===== src/rtl/obstacle_scroller.sv =====
// obstacle_scroller
//   Scrolling-obstacle position engine for the Flappy VGA datapath. Holds N
//   obstacles (left/right X edges), scrolls them left by `speed` pixels on each
//   frame tick, respawns them at SCREEN_W when they leave the screen, tracks
//   the obstacle in scope of the bird and counts passed obstacles as score.
//
//   Ports:
//     clk        system clock
//     reset      asynchronous active-low reset
//     start      INIT -> RUN
//     stop       RUN/PAUSE -> STOP (end of game)
//     ack        STOP -> INIT
//     pause      level; RUN <-> PAUSE
//     tick       one-cycle frame/move strobe
//     speed      pixels moved per tick (0 = no motion)
//     edge_l     left edges ordered by scope, slot k = obstacle (cur_idx+k) mod N
//     edge_r     right edges, same ordering
//     cur_idx    index of the obstacle currently in scope
//     score      saturating passed-obstacle count
//     pass_pulse one-cycle strobe per pass
//     q_init/q_run/q_pause/q_stop  one-hot state flags
module obstacle_scroller #(
  parameter int unsigned N        = 5,
  parameter int unsigned XW       = 10,
  parameter int unsigned OBJ_W    = 61,
  parameter int unsigned INTERVAL = 142,
  parameter int unsigned SCREEN_W = 640,
  parameter int unsigned BIRD_X   = 230,
  parameter int unsigned INIT_IDX = 2,
  parameter int unsigned SCORE_W  = 8,
  parameter int unsigned SPEED_W  = 3,
  localparam int unsigned IW      = $clog2(N)
) (
  input  logic                 clk,
  input  logic                 reset,
  input  logic                 start,
  input  logic                 stop,
  input  logic                 ack,
  input  logic                 pause,
  input  logic                 tick,
  input  logic [SPEED_W-1:0]   speed,
  output logic [N*XW-1:0]      edge_l,
  output logic [N*XW-1:0]      edge_r,
  output logic [IW-1:0]        cur_idx,
  output logic [SCORE_W-1:0]   score,
  output logic                 pass_pulse,
  output logic                 q_init,
  output logic                 q_run,
  output logic                 q_pause,
  output logic                 q_stop
);

  typedef enum logic [3:0] {
    S_INIT  = 4'b0001,
    S_RUN   = 4'b0010,
    S_PAUSE = 4'b0100,
    S_STOP  = 4'b1000
  } state_t;

  state_t state_q, state_d;

  logic [XW-1:0]      left_q  [N];
  logic [XW-1:0]      right_q [N];
  logic [XW-1:0]      left_d  [N];
  logic [XW-1:0]      right_d [N];
  logic [IW-1:0]      cur_q, cur_d;
  logic [SCORE_W-1:0] score_q, score_d;
  logic               pulse_q, pulse_d;

  logic [XW-1:0]      step;
  logic [XW-1:0]      cur_right;
  logic [IW-1:0]      cur_next;

  function automatic logic [XW-1:0] init_left(input int unsigned i);
    return XW'(i * INTERVAL);
  endfunction

  function automatic logic [XW-1:0] init_right(input int unsigned i);
    return XW'(i * INTERVAL + OBJ_W);
  endfunction

  assign step = XW'(speed);

  // Right edge of the in-scope obstacle, taken from the registered values so
  // pass detection sees the position from before this tick's move.
  always_comb begin
    cur_right = '0;
    for (int unsigned i = 0; i < N; i++) begin
      if (cur_q == IW'(i)) cur_right = right_q[i];
    end
  end

  assign cur_next = (cur_q == IW'(N - 1)) ? '0 : cur_q + IW'(1);

  always_ff @(posedge clk or negedge reset) begin
    if (!reset) begin
      state_q <= S_INIT;
      for (int unsigned i = 0; i < N; i++) begin
        left_q[i]  <= init_left(i);
        right_q[i] <= init_right(i);
      end
      cur_q   <= IW'(INIT_IDX);
      score_q <= '0;
      pulse_q <= 1'b0;
    end else begin
      state_q <= state_d;
      left_q  <= left_d;
      right_q <= right_d;
      cur_q   <= cur_d;
      score_q <= score_d;
      pulse_q <= pulse_d;
    end
  end

  always_comb begin
    state_d = state_q;
    left_d  = left_q;
    right_d = right_q;
    cur_d   = cur_q;
    score_d = score_q;
    pulse_d = 1'b0;
    case (state_q)
      S_INIT: begin
        for (int unsigned i = 0; i < N; i++) begin
          left_d[i]  = init_left(i);
          right_d[i] = init_right(i);
        end
        cur_d   = IW'(INIT_IDX);
        score_d = '0;
        if (start) state_d = S_RUN;
      end
      S_RUN: begin
        if (stop) begin
          state_d = S_STOP;
        end else if (pause) begin
          state_d = S_PAUSE;
        end else if (tick) begin
          for (int unsigned i = 0; i < N; i++) begin
            if (right_q[i] <= step) begin
              left_d[i]  = XW'(SCREEN_W);
              right_d[i] = XW'(SCREEN_W + OBJ_W);
            end else begin
              right_d[i] = right_q[i] - step;
              left_d[i]  = (left_q[i] >= step) ? left_q[i] - step : '0;
            end
          end
          if (cur_right < XW'(BIRD_X)) begin
            cur_d   = cur_next;
            score_d = (score_q == '1) ? score_q : score_q + SCORE_W'(1);
            pulse_d = 1'b1;
          end
        end
      end
      S_PAUSE: begin
        if (stop)        state_d = S_STOP;
        else if (!pause) state_d = S_RUN;
      end
      S_STOP: begin
        if (ack) state_d = S_INIT;
      end
      default: begin
        // Illegal one-hot code: go back to INIT with a clean reload.
        state_d = S_INIT;
        for (int unsigned i = 0; i < N; i++) begin
          left_d[i]  = init_left(i);
          right_d[i] = init_right(i);
        end
        cur_d   = IW'(INIT_IDX);
        score_d = '0;
      end
    endcase
  end

  // Rotate the edge buses so slot 0 is always the in-scope obstacle.
  always_comb begin
    edge_l = '0;
    edge_r = '0;
    for (int unsigned k = 0; k < N; k++) begin
      for (int unsigned i = 0; i < N; i++) begin
        if ((32'(cur_q) + k == i) || (32'(cur_q) + k == i + N)) begin
          edge_l[k*XW +: XW] = left_q[i];
          edge_r[k*XW +: XW] = right_q[i];
        end
      end
    end
  end

  assign cur_idx    = cur_q;
  assign score      = score_q;
  assign pass_pulse = pulse_q;
  assign q_init     = (state_q == S_INIT);
  assign q_run      = (state_q == S_RUN);
  assign q_pause    = (state_q == S_PAUSE);
  assign q_stop     = (state_q == S_STOP);

endmodule


===== config.mk =====
export PLATFORM = sky130hd
export DESIGN_NAME = obstacle_scroller
export DESIGN_NICKNAME = d
export VERILOG_FILES = /design/src/rtl/obstacle_scroller.sv
export SDC_FILE = /design/constraint.sdc
export NUM_CORES = 1
export LEC_CHECK = 0
export CORE_ASPECT_RATIO = 1.5
export CORE_UTILIZATION = 40
export DETAILED_ROUTE_END_ITERATION = 7
export SLEW_MARGIN = 5
export SYNTH_ARGS = -nofsm -noshare
export SYNTH_HDL_FRONTEND = slang
export SYNTH_SLANG_ARGS = --single-unit

===== constraint.sdc =====
create_clock -name clk -period 5.69 [get_ports clk]
set_input_delay 1.138 -clock clk [delete_from_list [all_inputs] [get_ports clk]]
set_output_delay 1.138 -clock clk [all_outputs]
set_load 0.01 [all_outputs]

==> reports/summary.txt <==
Overflow after GRT - 0
Fin Clk Skew - 0.00872 ns
IO buf count - 125
Detailed-route wire length per cell - 23.4 um
Asr flop ratio synth - 100%
Post-DP HPWL - 34,200 um
CP top delay family - buffers and inverters
Num CTS Buffers - 17
# setup viols final - 0
CTS tree - built
Gp weighted congestion - 0.956
Initial antenna violation count - 1
Area Growth Syn to Fin - 17.4%
Final instance area - 13,800 sq um
WP data arrival - 4.20 ns
Pins over their slew limit - 0
Diode count - 0
Synth top area share - 14.7%
Final-report hold violation count - 0
Period utilization - 93.7%
Critical path type - reg2out
First-pass GRT wire length - 73,800 um
Clock-pin slew on the worst setup and hold paths - 0.06 ns
Post-synth EDFFs - 0
Final wirelength - 48,100 um
Initial core utilization - 40.8%
Synth top area cells - dfrtp_1, dfstp_2, a21oi_1
Post-CTS sizing - 0
Rel. slew slack - 31.5%
Drt pass-1 iters - 6
FP Rows - 76
Hold_buf cts - 0
DR vias/cell - 6.46
GR Util All Layers - 32.5%
Area leader, netlist - dfrtp_1
Hold Crit Class - reg2reg
Setup Slack @ Placement - 0.896 ns
Sequential fraction of the synthesis area - 25.2%
Dpl cell area - 13,200 sq um
Share of post-route cells with drive strength above 1 - 9.54%
Crit path launch type - flip-flop
Clk buf depth - 2
Largest net degree at the start of global routing - 66
Biggest cell delay along the critical path - 0.60 ns
CP Buf/Inv Count - 3
Number of setup buffers added after CTS - 0
Flops & latches, synth - 116
Synth Instances - 1,642
Final setup margin - 0.356 ns
Fin Setup TNS - 0 ns
Critical Path Sink Type - primary output
Die footprint - 30,100 sq um
Max Cap Viol - 0
Worst EP required - 4.55 ns
Die Y - 212 um
Main synth FF type - dfrtp_1
Nets - 1,716
Netlist Area Pre-Place - 11,700 sq um
Slowest CP cell - clkdlybuf4s50_1
Actual slew at the worst max-slew pin - 1.03 ns
DR DRC count - 0
Synth Area per Inst - 7.15 sq um
Clock H-tree levels - 4
YS warnings - 0
Power Total - 4.97 mW
Power per cell area - 361 nW/um^2
Most common cell in the synthesized netlist - a21oi_1
Crit-path cells - inv_1 -> ha_1 -> xnor2_1 -> mux2_2 -> nand2_1 -> buf_4 -> nor2_1 -> a211oi_1 -> a21oi_1 -> o21ai_1 -> clkdlybuf4s50_1
Max rail drop VDD - 0.234 mV
Die width - 142 um
Synth top cells by count - a21oi_1, nor2_1, nand2_1, clkbuf_1, o21ai_1
Vias in the first global route - 12,700
Clk root buf - clkbuf_16
Syn_nets - 1,705
Boundary pin count - 126
Filler cell count - 2,837
Outcome - completed
Period minus WS final - 5.33 ns
Core Region - 28,800 sq um
Post-synth cell types - 78
Post-DRT Antenna Nets - 0
Num Clock Sinks - 116
F_max - 0.187 GHz
Starting DRC count in detailed routing - 1,227
Leak - 5.22 nW
Unrepaired setup endpoints after global routing - false
Clock Latency Late Sink - 0.45 ns
Via count - 13,300
Max FO, Critical Path - 40
## path summary, 6_finish.rpt
kind | from | to | slack [ns] | cells past startpoint
max | cur_idx[0] | edge_l[37] | 0.36 | 11
min | left_q[32] | left_q[32] | 0.56 | 2
max reg2reg | cur_idx[0] | score[2] | 1.56 | 10
min reg2reg | left_q[32] | left_q[32] | 0.56 | 2
max in group asynchronous | reset | left_q[7] | 4.16 | 2
min in group asynchronous | reset | state_q[2] | 0.79 | 2
## metrics by stage
stage | hold slack (ns) | instances | utilization [%]
floorplan | 0.492 | 1642 | -
global placement | 0.544 | 2024 | 45.8
detailed placement | 0.544 | 2024 | 45.8
CTS | 0.552 | 2056 | 47.8
global route | 0.576 | 2056 | 47.8
finish | 0.558 | 2056 | 47.8
## tightest hold or removal path: stages, from the launching register on
cell and delay (ns):
dfstp_2 0.40, nor2_1 0.11, a21oi_1 0.05
## layout by cell type (no fill, tap or decap), types with 6 or more instances in the layout
master           count
nand2_1            162
xnor2_1             10
and3_1               6
a22oi_1             91
nand4b_1             7
ha_1                42
nand4_1              6
o22a_1              14
nand3_1             16
a211o_1              9
nor4_1              12
o31ai_1              9
or4_1                6
dfrtp_1             69
nor2_1             177
a31oi_1             18
a22o_1               8
fa_1                10
o21ai_1             93
or3_1                8
inv_1               58
nor2b_1             14
o22ai_1             15
clkdlybuf4s50_1    124
dfstp_2             47
a21o_1              25
o21ai_0             78
o41ai_1              6
o211ai_1             7
nor3_1              29
nand2b_1            11
a41oi_1              6
a211oi_1            91
buf_4               47
a221oi_1            19
clkbuf_16           17
a21oi_1            193
## layout make-up
| class | count | area, sq um | area share (%) |
|---|---|---|---|
| clock buffers | 19 | 443 | 3.21 |
| well taps | 390 | 488 | 3.54 |
| multi-input cells | 1285 | 7900 | 57.3 |
| flip-flops and latches | 116 | 2960 | 21.5 |
| clock inverters | 13 | 149 | 1.08 |
| inverters | 61 | 229 | 1.66 |
| repair buffers | 172 | 1610 | 11.7 |
## power by group
| group | leakage (nW) | switching (mW) | internal (mW) |
|---|---|---|---|
| sequential | 1.45 | 0.221 | 0.923 |
| combinational | 3.48 | 1.59 | 1.13 |
| clock | 0.281 | 0.456 | 0.661 |
| total | 5.22 | 2.26 | 2.71 |
## kinds of logic (layout without fill, tap and decap cells)
family | Yosys count | count (layout) | share of synthesized area (%)
AOI/OAI and AO/OA | 727 | 727 | 40.0
xor gates and xnor gates | 15 | 15 | 1.12
adders and majority gates | 53 | 53 | 6.29
buffers and inverters | 241 | 265 | 8.18
DFF | 116 | 116 | 25.2
muxes | 1 | 1 | 0.0959
and+or+nand+nor | 489 | 489 | 19.1
## sequential cells by signal, summed over array words and instances, names as in the netlist
| signal | flops |
|---|---|
| left_q | 50 |
| pass_pulse | 1 |
| score | 8 |
| right_q | 50 |
| state_q | 4 |
| cur_idx | 3 |
## metal layers
layer  vias up  wire, um  global-route usage, %
li1       6070         -                      -
met5         -         0                      0
met3       146      3940                   4.86
met2       720     23000                   54.5
met4         0      2500                   18.7
met1      6341     18600                   39.5
(Power assumes the default switching activity.)
